<file path="src/rtl/wb_stage_skid_reg_pkg.sv">
// Shared write-back pipeline types and constants.
// Imported by the MEM->WB skid register slice.
package pipe_pkg;

   localparam int WB_DATA_W  = 16;
   localparam int WB_ADDR_W  = 4;
   localparam int WB_NUM_SRC = 4;
   localparam int WB_SEL_W   = 2;
   localparam int WB_CNT_W   = 16;

   localparam logic [WB_SEL_W-1:0] WB_SEL_ALU   = 2'd0;
   localparam logic [WB_SEL_W-1:0] WB_SEL_SHIFT = 2'd1;
   localparam logic [WB_SEL_W-1:0] WB_SEL_MEM   = 2'd2;
   localparam logic [WB_SEL_W-1:0] WB_SEL_LINK  = 2'd3;

   typedef struct packed {
      logic [WB_SEL_W-1:0]             sel;
      logic                            wr_en;
      logic [WB_ADDR_W-1:0]            wr_addr;
      logic [WB_NUM_SRC*WB_DATA_W-1:0] src;
   } wb_entry_t;

   typedef enum logic [1:0] {
      ST_EMPTY = 2'd0,
      ST_ONE   = 2'd1,
      ST_TWO   = 2'd2
   } skid_state_e;

endpackage

</file>
<file path="src/rtl/wb_stage_skid_reg_if.sv">
// MEM->WB stage bus: upstream handshake, write-back outputs,
// forwarding snoop and stall counter.
interface wb_stage_skid_reg_if #(
   parameter int DATA_W  = 16,
   parameter int ADDR_W  = 4,
   parameter int NUM_SRC = 4,
   parameter int SEL_W   = 2,
   parameter int CNT_W   = 16
);
   logic                      flush;
   logic                      in_valid;
   logic                      in_ready;
   logic [SEL_W-1:0]          in_sel;
   logic                      in_wr_en;
   logic [ADDR_W-1:0]         in_wr_addr;
   logic [NUM_SRC*DATA_W-1:0] in_src;
   logic                      out_valid;
   logic                      out_ready;
   logic                      out_wr_en;
   logic [ADDR_W-1:0]         out_wr_addr;
   logic [DATA_W-1:0]         out_wr_data;
   logic                      fwd_valid;
   logic [ADDR_W-1:0]         fwd_addr;
   logic [DATA_W-1:0]         fwd_data;
   logic [CNT_W-1:0]          stall_cnt;

   modport master (
      output flush, in_valid, in_sel, in_wr_en,
      output in_wr_addr, in_src, out_ready,
      input  in_ready, out_valid, out_wr_en,
      input  out_wr_addr, out_wr_data,
      input  fwd_valid, fwd_addr, fwd_data, stall_cnt
   );

   modport slave (
      input  flush, in_valid, in_sel, in_wr_en,
      input  in_wr_addr, in_src, out_ready,
      output in_ready, out_valid, out_wr_en,
      output out_wr_addr, out_wr_data,
      output fwd_valid, fwd_addr, fwd_data, stall_cnt
   );
endinterface

</file>
<file path="src/rtl/wb_stage_skid_reg_src_mux.sv">
// Write-back source select; a select past the last source gives 0.
module wb_src_mux #(
   parameter int NUM_SRC = 4,
   parameter int DATA_W  = 16,
   parameter int SEL_W   = 2
) (
   input  logic [NUM_SRC*DATA_W-1:0] src,
   input  logic [SEL_W-1:0]          sel,
   output logic [DATA_W-1:0]         data
);

   always_comb begin
      data = '0;
      for (int i = 0; i < NUM_SRC; i++) begin
         if (sel == SEL_W'(i)) data = src[i*DATA_W +: DATA_W];
      end
   end

endmodule

</file>
<file path="src/rtl/wb_stage_skid_reg.sv">
// Elastic MEM->WB register with 2-entry skid buffer, flush,
// forwarding snoop and saturating stall counter.
module wb_stage_skid_reg
   import pipe_pkg::*;
#(
   parameter int DATA_W  = WB_DATA_W,
   parameter int ADDR_W  = WB_ADDR_W,
   parameter int NUM_SRC = WB_NUM_SRC,
   parameter int SEL_W   = WB_SEL_W,
   parameter int CNT_W   = WB_CNT_W
) (
   input logic                 clk,
   input logic                 reset,
   wb_stage_skid_reg_if.slave  bus
);

   typedef struct packed {
      logic [SEL_W-1:0]          sel;
      logic                      wr_en;
      logic [ADDR_W-1:0]         wr_addr;
      logic [NUM_SRC*DATA_W-1:0] src;
   } entry_t;

   entry_t      main_q;
   entry_t      skid_q;
   entry_t      in_e;
   logic        main_valid;
   logic        skid_valid;
   logic        main_v_nxt;
   logic        skid_v_nxt;
   logic        main_ld;
   logic        main_from_skid;
   logic        skid_ld;
   logic        accept;
   logic        pop;
   skid_state_e state;
   logic [CNT_W-1:0]  stall_q;
   logic [DATA_W-1:0] wr_data;

   assign in_e.sel     = bus.in_sel;
   assign in_e.wr_en   = bus.in_wr_en;
   assign in_e.wr_addr = bus.in_wr_addr;
   assign in_e.src     = bus.in_src;

   // in_ready comes straight from the skid flop, never from out_ready
   assign bus.in_ready = !skid_valid;
   assign accept       = bus.in_valid & !skid_valid;
   assign pop          = main_valid & bus.out_ready;

   always_comb begin
      state = ST_EMPTY;
      if (skid_valid)      state = ST_TWO;
      else if (main_valid) state = ST_ONE;
   end

   always_comb begin
      main_v_nxt     = main_valid;
      skid_v_nxt     = skid_valid;
      main_ld        = 1'b0;
      main_from_skid = 1'b0;
      skid_ld        = 1'b0;
      unique case (state)
         ST_EMPTY: begin
            if (accept) begin
               main_v_nxt = 1'b1;
               main_ld    = 1'b1;
            end
         end
         ST_ONE: begin
            if (accept && !pop) begin
               skid_v_nxt = 1'b1;
               skid_ld    = 1'b1;
            end else if (accept) begin
               main_ld = 1'b1;
            end else if (pop) begin
               main_v_nxt = 1'b0;
            end
         end
         ST_TWO: begin
            if (pop) begin
               main_from_skid = 1'b1;
               skid_v_nxt     = 1'b0;
            end
         end
         default: ;
      endcase
      // flush drops everything and leaves the data flops alone
      if (bus.flush) begin
         main_v_nxt     = 1'b0;
         skid_v_nxt     = 1'b0;
         main_ld        = 1'b0;
         main_from_skid = 1'b0;
         skid_ld        = 1'b0;
      end
   end

   always_ff @(posedge clk) begin
      if (reset) begin
         main_valid <= 1'b0;
         skid_valid <= 1'b0;
         main_q     <= '0;
         skid_q     <= '0;
         stall_q    <= '0;
      end else begin
         main_valid <= main_v_nxt;
         skid_valid <= skid_v_nxt;
         if (main_ld)             main_q <= in_e;
         else if (main_from_skid) main_q <= skid_q;
         if (skid_ld) skid_q <= in_e;
         if (main_valid && !bus.out_ready && !(&stall_q))
            stall_q <= stall_q + 1'b1;
      end
   end

   wb_src_mux #(
      .NUM_SRC (NUM_SRC),
      .DATA_W  (DATA_W),
      .SEL_W   (SEL_W)
   ) u_mux (
      .src  (main_q.src),
      .sel  (main_q.sel),
      .data (wr_data)
   );

   assign bus.out_valid   = main_valid;
   assign bus.out_wr_en   = main_valid & main_q.wr_en;
   assign bus.out_wr_addr = main_q.wr_addr;
   assign bus.out_wr_data = wr_data;
   assign bus.fwd_valid   = main_valid & main_q.wr_en;
   assign bus.fwd_addr    = main_q.wr_addr;
   assign bus.fwd_data    = wr_data;
   assign bus.stall_cnt   = stall_q;

endmodule
</file>
<file path="src/flat_wrapper.sv">
// flat-port wrapper written by rule: the top's interface ports become plain ports
module wb_stage_skid_reg_flat import pipe_pkg::*;
#(
   parameter int DATA_W  = WB_DATA_W,
   parameter int ADDR_W  = WB_ADDR_W,
   parameter int NUM_SRC = WB_NUM_SRC,
   parameter int SEL_W   = WB_SEL_W,
   parameter int CNT_W   = WB_CNT_W
)
  (clk, reset, bus_flush, bus_in_valid, bus_in_sel, bus_in_wr_en, bus_in_wr_addr, bus_in_src, bus_out_ready, bus_in_ready, bus_out_valid, bus_out_wr_en, bus_out_wr_addr, bus_out_wr_data, bus_fwd_valid, bus_fwd_addr, bus_fwd_data, bus_stall_cnt);
  wb_stage_skid_reg_if #(.DATA_W(DATA_W), .ADDR_W(ADDR_W), .NUM_SRC(NUM_SRC), .SEL_W(SEL_W), .CNT_W(CNT_W)) bus_i ();
  input logic clk;
  input logic reset;
  input wire logic [$bits(bus_i.flush)-1:0] bus_flush;
  input wire logic [$bits(bus_i.in_valid)-1:0] bus_in_valid;
  input wire logic [$bits(bus_i.in_sel)-1:0] bus_in_sel;
  input wire logic [$bits(bus_i.in_wr_en)-1:0] bus_in_wr_en;
  input wire logic [$bits(bus_i.in_wr_addr)-1:0] bus_in_wr_addr;
  input wire logic [$bits(bus_i.in_src)-1:0] bus_in_src;
  input wire logic [$bits(bus_i.out_ready)-1:0] bus_out_ready;
  output wire logic [$bits(bus_i.in_ready)-1:0] bus_in_ready;
  output wire logic [$bits(bus_i.out_valid)-1:0] bus_out_valid;
  output wire logic [$bits(bus_i.out_wr_en)-1:0] bus_out_wr_en;
  output wire logic [$bits(bus_i.out_wr_addr)-1:0] bus_out_wr_addr;
  output wire logic [$bits(bus_i.out_wr_data)-1:0] bus_out_wr_data;
  output wire logic [$bits(bus_i.fwd_valid)-1:0] bus_fwd_valid;
  output wire logic [$bits(bus_i.fwd_addr)-1:0] bus_fwd_addr;
  output wire logic [$bits(bus_i.fwd_data)-1:0] bus_fwd_data;
  output wire logic [$bits(bus_i.stall_cnt)-1:0] bus_stall_cnt;
  assign bus_i.flush = bus_flush;
  assign bus_i.in_valid = bus_in_valid;
  assign bus_i.in_sel = bus_in_sel;
  assign bus_i.in_wr_en = bus_in_wr_en;
  assign bus_i.in_wr_addr = bus_in_wr_addr;
  assign bus_i.in_src = bus_in_src;
  assign bus_i.out_ready = bus_out_ready;
  assign bus_in_ready = bus_i.in_ready;
  assign bus_out_valid = bus_i.out_valid;
  assign bus_out_wr_en = bus_i.out_wr_en;
  assign bus_out_wr_addr = bus_i.out_wr_addr;
  assign bus_out_wr_data = bus_i.out_wr_data;
  assign bus_fwd_valid = bus_i.fwd_valid;
  assign bus_fwd_addr = bus_i.fwd_addr;
  assign bus_fwd_data = bus_i.fwd_data;
  assign bus_stall_cnt = bus_i.stall_cnt;
  wb_stage_skid_reg #(.DATA_W(DATA_W), .ADDR_W(ADDR_W), .NUM_SRC(NUM_SRC), .SEL_W(SEL_W), .CNT_W(CNT_W)) u_core (.clk(clk), .reset(reset), .bus(bus_i));
endmodule
</file>
<file path="config.mk">
export PLATFORM = sky130hd
export DESIGN_NAME = wb_stage_skid_reg_flat
export DESIGN_NICKNAME = d
export VERILOG_FILES = /design/src/rtl/wb_stage_skid_reg_pkg.sv /design/src/rtl/wb_stage_skid_reg_if.sv /design/src/rtl/wb_stage_skid_reg_src_mux.sv /design/src/rtl/wb_stage_skid_reg.sv /design/src/flat_wrapper.sv
export SDC_FILE = /design/constraint.sdc
export NUM_CORES = 1
export LEC_CHECK = 0
export ABC_AREA = 1
export CORE_ASPECT_RATIO = 1.75
export CORE_MARGIN = 2
export CORE_UTILIZATION = 30
export CTS_CLUSTER_DIAMETER = 120
export DETAILED_ROUTE_END_ITERATION = 12
export GPL_TIMING_DRIVEN = 0
export SLEW_MARGIN = 15
export SYNTH_ARGS = -nofsm -noshare
export SYNTH_HDL_FRONTEND = slang
export SYNTH_HIERARCHICAL = 1
export SYNTH_SLANG_ARGS = --single-unit
export TNS_END_PERCENT = 30
</file>
<file path="constraint.sdc">
create_clock -name clk -period 3.7 [get_ports clk]
set_clock_uncertainty 0.15 [all_clocks]
set_input_delay 0.925 -clock clk [delete_from_list [all_inputs] [get_ports clk]]
set_output_delay 0.925 -clock clk [all_outputs]
set_load 0.01 [all_outputs]
</file>
# Word level (Yosys, flattened, before mapping)
# Index checks and enable logic that the tools add are counted.
# op_classes
n_eq_ne	11
n_bitwise	3
n_addsub	1
reduce_logical	16
n_mux	25
# op_table
operator	n
71-bit two-way mux	2
16-bit two-way mux	4
16-bit by 1-bit adder with 16-bit output (second input constant)	1
16-bit AND reduction	1
1-bit two-way mux	15
2-bit by 1-bit inequality test with 1-bit output (second input constant)	4
2-bit == test (second input constant)	3
1-bit case mux with 2 select lines	3
2-bit nonzero test	3
5-bit AND reduction	1
2-bit by 1-bit == test with 1-bit output (second input constant)	2
1-bit logical NOT	4
2-bit logical NOT	2
2-bit inequality test (second input constant)	2
1-bit bitwise AND	3
1-bit logical AND	3
3-bit AND reduction	1
2-bit two-way mux	1
2-bit OR reduction	1
# word_totals
input_bits	76
regBits	160

# Logic depth before layout (Yosys ltp)
# Gate-level depths: netlist of run 1.
# logic_depth
word_depth	7
ltp_mapped	9

# By module
# Netlist of run 1, hierarchy kept.
# by_module_without_submodules
module	seq_area_each_um2	n_inst	cells_per_inst	area_per_inst_um2
wb_stage_skid_reg	3203.1	1	888	6713.9
wb_src_mux	0.0	1	94	526.8

# Worst setup path before layout of run 1
# Ideal clock, no wire load.
# synth_path
kind	register to output
start	register u_core/main_q[70] in the netlist's numbering
end	output bus_out_wr_data[10]
stages_incl_launch_ff	7
n_path_buf	3
t_arrival_ps	1066
slack_ps	1559
cell_sequence	dfxtp_1 > buf_6 > inv_2 > buf_6 > nand3_1 > nand4_1 > buf_4
# synth_via
elab_chain_cells	5
word_cells_on_any_way	8
classes_between	eq/ne (3); mux (4); reduce/logical (1)
# synth_lines
item	line	source
start: declaration	wb_stage_skid_reg.sv:24	entry_t main_q;
start signal: assignment	wb_stage_skid_reg.sv:107	if (main_ld) main_q <= in_e;
start signal: assignment	wb_stage_skid_reg.sv:108	else if (main_from_skid) main_q <= skid_q;
2-bit logical NOT	wb_stage_skid_reg_src_mux.sv:15	if (sel == SEL_W'(i)) data = src[i*DATA_W +: DATA_W];
16-bit two-way mux (3 in a row)	wb_stage_skid_reg_src_mux.sv:15	
16-bit two-way mux (*)	wb_stage_skid_reg_src_mux.sv:15	
end: declaration	flat_wrapper.sv:25	output wire logic [$bits(bus_i.out_wr_data)-1:0] bus_out_wr_data;
# Every way passes the cells marked *; elsewhere a longest branch is shown, timed or not.

# Worst setup path in the final report of run 1
# layout_path
start	register u_core/main_q[70] in the netlist's numbering
end	output bus_out_wr_data[11]
# Same word-level chain as after synthesis.

==> results.yml, run 1 <==
outcome:
  status: "finished clean"
critical_path:
  cp_max_fo: 10
  arrival_ns: 2.21
  regToRegEndpoint: "u_core/skid_q[49]"
  critPathRequiredTime_ns: 2.62
  reg2reg_from: "u_core/bus.out_valid"
  end_kind: "output port"
  worstSetupStartpointType: "flip-flop"
  path_class: "flip-flop to output port"
  reg2regPathDepth: 7
  r2r_setup_slack_ns: 1.61
global_routing:
  grt_max_degree: 17
  grt_pass1_vias: 6940
  grt_pass1_wl_um: 36900
  track_usage_pct: 18.7
  gr-total-overflow: 0
  antenna_found_initial: 0
final_layout:
  instances_no_fill: 1457
  area_delta_synth_final_pct: 31.7
  layout-drive-gt1-share_pct: 9.14
  antenna_cells: 0
  layout.nets: 1213
  layout_common_cells: "o21ai_0, dfxtp_1, a21oi_1"
  final_common_cell: "o21ai_0"
die:
  io_pins: 136
  die_h_um: 210
  num_rows: 75
  core_area_um2: 23800
  die_x_um: 121
  dieArea_um2: 25400
  initial_core_util_pct: 30.4
sta:
  timing.final.ws_setup_ns: 0.415
  fin_crit_sh_pct: 88.8
  setup_viol: 0
  slew-limit-headroom_pct: 56.9
  worst_pin_slew_ns: 0.646
  max_freq_ghz: 0.304
  min_period_ns: 3.28
  fin_setup_tns_ns: 0
  rsz0062_at_grt: "no"
  finalHoldViolations: 0
  slew_viol_final: 0
placement:
  place_ws_ns: 0.463
  portBuffers: 135
  placed_cells: 1425
  gp_congestion: 0.870
  dp_hpwl_um: 18400
yosys:
  seq_area_frac_synth_pct: 44.2
  ys_ff_latch: 160
  synthesis.area_um2: 7240
  ys_async_sr_fraction_pct: 0
  synth-edff-count: 0
  synth.yosys.warnings: 6
  avgSynthCellArea_um2: 7.37
  synthCells: 982
  ys.flop_type: "dfxtp_1"
  synth.distinct_cells: 29
  syn-num-nets: 1059
drt:
  drc: 0
  viasPerCell: 4.95
  first_iter_violations: 368
  wl_um: 23800
  num_vias: 7219
  first_pass_iters: 5
  drtAntennaViolNets: 0
  wl_per_cell_um: 16.3
clock_network:
  numCtsBuffers: 17
  ctsResizeCount: 0
  cts.sinks: 160
  postCtsSetupBuffers: 0
  cts_root_buf: "clkbuf_16"
  cts_max_path_buffers: 2
  hold_buffers: 0
  cts_tree: "built"
  clk_pin_slew_ns: 0.07
  clk_latency_ns: 0.43
  h-tree-depth: 4
pwr:
  vdd_ir_drop_max_mv: 0.310
  total_leakage_power_nw: 3.36
  powerDensity_nw_per_um2: 424
worst_hold_path:
  hold_class: "flip-flop to flip-flop"
  holdPathStages: 2
  min_from: "u_core/skid_q[22]"
  hold_end: "u_core/skid_q[22]"
flow_run:
  maxCapViolCount: 0
[worst max-delay path by stage]
| stage | cells after the start | slack (ns) | endpoint | from |
|---|---|---|---|---|
| 3_3_place_gp | 6 | 0.45 | u_core/skid_q[66] | reset |
| 4_1_cts | 7 | 0.43 | bus_out_wr_data[6] | u_core/main_q[70] |
| 5_1_grt | 7 | 0.34 | bus_out_wr_data[6] | u_core/main_q[70] |
| 2_1_floorplan | 6 | 1.56 | bus_out_wr_data[10] | u_core/main_q[70] |
| 3_5_place_dp | 6 | 0.46 | u_core/skid_q[65] | reset |
| 6_report | 7 | 0.42 | bus_out_wr_data[11] | u_core/main_q[70] |
[power breakdown]
group	leakage [nW]	internal [mW]	total, mW	switching [mW]
combinational	1.79	0.262	0.533	0.272
sequential	1.30	1.79	1.83	0.0467
clock	0.271	0.907	1.67	0.766
total	3.36	2.96	4.04	1.08
[cell families (layout without fill, tap and decap cells)]
family	count (synthesis)	count (layout)	synth area share, %
buffers and inverters	189	356	13.4
adder cells (fa/ha/maj)	1	1	0.173
AO/OA/AOI/OAI	373	373	25.9
XOR/XNOR	6	6	0.726
AND/OR/NAND/NOR	253	253	15.6
flip-flops	160	160	44.2
[metal layers]
metal / track usage, % / up-vias / part of all wire, % / routed length [µm]
li1: - / 3587 / - / -
met5: 0 / - / 0 / 0
met1: 20.2 / 3384 / 39 / 9290
met3: 2.83 / 46 / 4.0 / 961
met2: 35.3 / 202 / 53 / 12700
met4: 8.05 / 0 / 3.6 / 862
[synthesized netlist by cell type (2+ instances only)]
cell / n / area share (%)
o21ai_0: 204 / 14
dfxtp_1: 160 / 44
a21oi_1: 156 / 11
nand2_1: 140 / 7.3
inv_1: 87 / 4.5
nand3_1: 58 / 4.0
buf_4: 38 / 3.9
clkbuf_1: 36 / 1.9
nor2_1: 25 / 1.3
nand4_1: 21 / 1.8
buf_6: 13 / 2.0
o21ai_1: 11 / 0.76
buf_2: 8 / 0.55
xor2_1: 4 / 0.48
clkbuf_2: 3 / 0.21
inv_2: 3 / 0.16
nor2_2: 2 / 0.17
xnor2_1: 2 / 0.24
[stage by stage]
| stage | hold slack, ns | power (mW) | area [µm²] | utilization, % |
|---|---|---|---|---|
| 6_report | 0.298 | 4.04 | 9530 | 40.0 |
| 5_1_grt | 0.318 | 4.20 | 9530 | 40.0 |
| 4_1_cts | 0.301 | 4.07 | 9530 | 40.0 |
| 3_5_place_dp | 0.291 | 2.40 | 8980 | 37.7 |
| 3_3_place_gp | 0.283 | 2.40 | 8980 | 37.7 |
| 2_1_floorplan | 0.275 | 2.12 | 7240 | - |
[final cells by class]
class	count	area [µm²]
fill	2551	14300
timing repair buffer	135	1350
multi-input combinational	633	3070
clock inverter	13	104
clock buffer	19	453
inverter	90	338
sequential	160	3200
tap	308	385
buffer	99	629
[sequential cells by signal, summed over array words and instances (netlist names)]
register,cells
u_core/skid_valid,1
u_core/bus.out_valid,1
u_core/bus.fwd_addr,4
u_core/main_q,67
u_core/skid_q,71
u_core/bus.stall_cnt,16
[critical path: stages (launching register included)]
cell,delay [ns]
dfxtp_1,0.37
buf_6,0.16
inv_2,0.08
buf_6,0.14
nand3_1,0.08
nand4_1,0.25
buf_4,0.23
clkdlybuf4s50_1,0.46
Power figures use the tool's default switching activity.
==> inputs of run 2 (changes only) <==
Settings changed: RECOVER_POWER set to 100.
==> run 2 against run 1 <==
Against the previous run:
- sequential power is essentially flat
- clock power is essentially flat
- count of clock-buffer cells in the layout is the same
- non-clock buffer count is the same
- hold slack is essentially flat
- first-iteration DRC count grew 7.1%
- utilization shrank 0.33 points
- largest power group unchanged
==> results.yml, run 2 (same netlist as run 1, synthesis figures left out) <==
critical_path:
  reg2regPathDepth: 7
  cp_max_fo: 10
  critPathLaunch: "u_core/main_q[70]"
  endpoint: "bus_out_wr_data[7]"
  arrival_ns: 2.35
  r2r_setup_slack_ns: 0.96
  path_class: "flip-flop to output port"
  critPathRequiredTime_ns: 2.62
  regToRegEndpoint: "u_core/main_q[59]"
  reg2reg_from: "u_core/bus.out_valid"
  end_kind: "output port"
  worstSetupStartpointType: "flip-flop"
drt:
  first_pass_iters: 5
  first_iter_violations: 394
  num_vias: 7236
  wl_um: 23700
  viasPerCell: 4.97
  drc: 0
  wl_per_cell_um: 16.3
  drtAntennaViolNets: 0
sta:
  slew_viol_final: 0
  min_period_ns: 3.43
  fin_setup_tns_ns: 0
  worst_pin_slew_ns: 0.761
  max_freq_ghz: 0.292
  finalHoldViolations: 0
  rsz0062_at_grt: "no"
  slew-limit-headroom_pct: 49.3
  fin_crit_sh_pct: 92.7
  setup_viol: 0
die:
  initial_core_util_pct: 30.4
  core_area_um2: 23800
  io_pins: 136
  dieArea_um2: 25400
  die_x_um: 121
  num_rows: 75
  die_h_um: 210
clock_network:
  h-tree-depth: 4
  cts_root_buf: "clkbuf_16"
  clk_latency_ns: 0.43
  ctsResizeCount: 0
  cts_max_path_buffers: 2
  cts_tree: "built"
  hold_buffers: 0
  clk_pin_slew_ns: 0.07
  cts.sinks: 160
  numCtsBuffers: 17
  postCtsSetupBuffers: 0
placement:
  gp_congestion: 0.870
  dp_hpwl_um: 18400
  portBuffers: 135
  placed_cells: 1425
final_layout:
  layout-drive-gt1-share_pct: 7.48
  layout.nets: 1213
  instances_no_fill: 1457
  layout_common_cells: "o21ai_0, dfxtp_1, a21oi_1"
  fin_util_pct: 39.7
  largest_reg_flops: 71
  area_delta_synth_final_pct: 30.6
  final_common_cell: "o21ai_0"
  largest_register: "u_core/skid_q"
  antenna_cells: 0
  fillers: 2571
global_routing:
  gr-total-overflow: 0
  grt_pass1_vias: 6940
  grt_max_degree: 17
  track_usage_pct: 18.7
  grt_pass1_wl_um: 36900
  antenna_found_initial: 0
worst_hold_path:
  hold_class: "flip-flop to flip-flop"
outcome:
  status: "finished clean"
pwr:
  total_leakage_power_nw: 3.45
  vdd_ir_drop_max_mv: 0.311
  powerDensity_nw_per_um2: 426
flow_run:
  maxCapViolCount: 0
run 2: changes by cell type in the layout (fill, tap and decap cells not counted), sizes merged:
| cell | delta |
|---|---|
| dlygate4sd3 | +54 |
| clkdlybuf4s50 | -54 |
| buf | -14 |
| clkbuf | +14 |
run 2: area by class of cell:
class	instances	area (µm²)	area share, %
timing repair buffer	135	1350	14.3
tap	308	385	4.08
buffer	99	568	6.01
multi-input combinational	633	3050	32.3
clock inverter	13	104	1.10
sequential	160	3200	33.9
clock buffer	19	453	4.79
inverter	90	338	3.57
run 2: worst min path at each step:
| stage | slack (ns) | cells past startpoint | endpoint | start |
|---|---|---|---|---|
| floorplan | 0.27 | 2 | u_core/skid_q[10] | u_core/skid_q[10] |
| global placement | 0.28 | 2 | u_core/skid_q[6] | u_core/skid_q[6] |
| detailed placement | 0.29 | 2 | u_core/skid_q[26] | u_core/skid_q[26] |
| CTS | 0.30 | 2 | u_core/skid_q[26] | u_core/skid_q[26] |
| global route | 0.32 | 2 | u_core/skid_q[1] | u_core/skid_q[1] |
| finish | 0.30 | 2 | u_core/skid_q[22] | u_core/skid_q[22] |
run 2: metrics by stage:
| stage | setup WS, ns | hold WS [ns] | power [mW] | cell area (µm²) |
|---|---|---|---|---|
| finish | 0.271 | 0.298 | 4.02 | 9460 |
| CTS | 0.426 | 0.301 | 4.07 | 9530 |
| global placement | 0.446 | 0.283 | 2.40 | 8980 |
| detailed placement | 0.463 | 0.291 | 2.40 | 8980 |
| floorplan | 1.56 | 0.275 | 2.12 | 7240 |
| global route | 0.174 | 0.318 | 4.18 | 9460 |
run 2: where the power goes:
part	leakage [nW]	switching (mW)	total (mW)	internal [mW]
sequential	1.30	0.0470	1.83	1.79
clock	0.271	0.769	1.68	0.907
combinational	1.88	0.269	0.514	0.245
run 2: routing by layer:
layer	vias to the layer above	share of wire [%]	global-route usage [%]
met5	-	0	0
met4	0	3.5	8.05
met3	43	4.1	2.83
met2	224	53	35.3
met1	3377	39	20.2
li1	3592	-	-
run 2: critical path: stages, from the launching register on:
cell	delay [ns]
dfxtp_1	0.38
buf_6	0.17
clkbuf_1	0.31
nand3_1	0.14
nand4_1	0.20
buf_4	0.14
dlygate4sd3_1	0.59
==> inputs of run 3 (changes only) <==
Settings changed: SETUP_SLACK_MARGIN set to 0.02.
==> results of run 3 <==
Same layout as run 2: the final DEF is identical, and so are final timing and power.
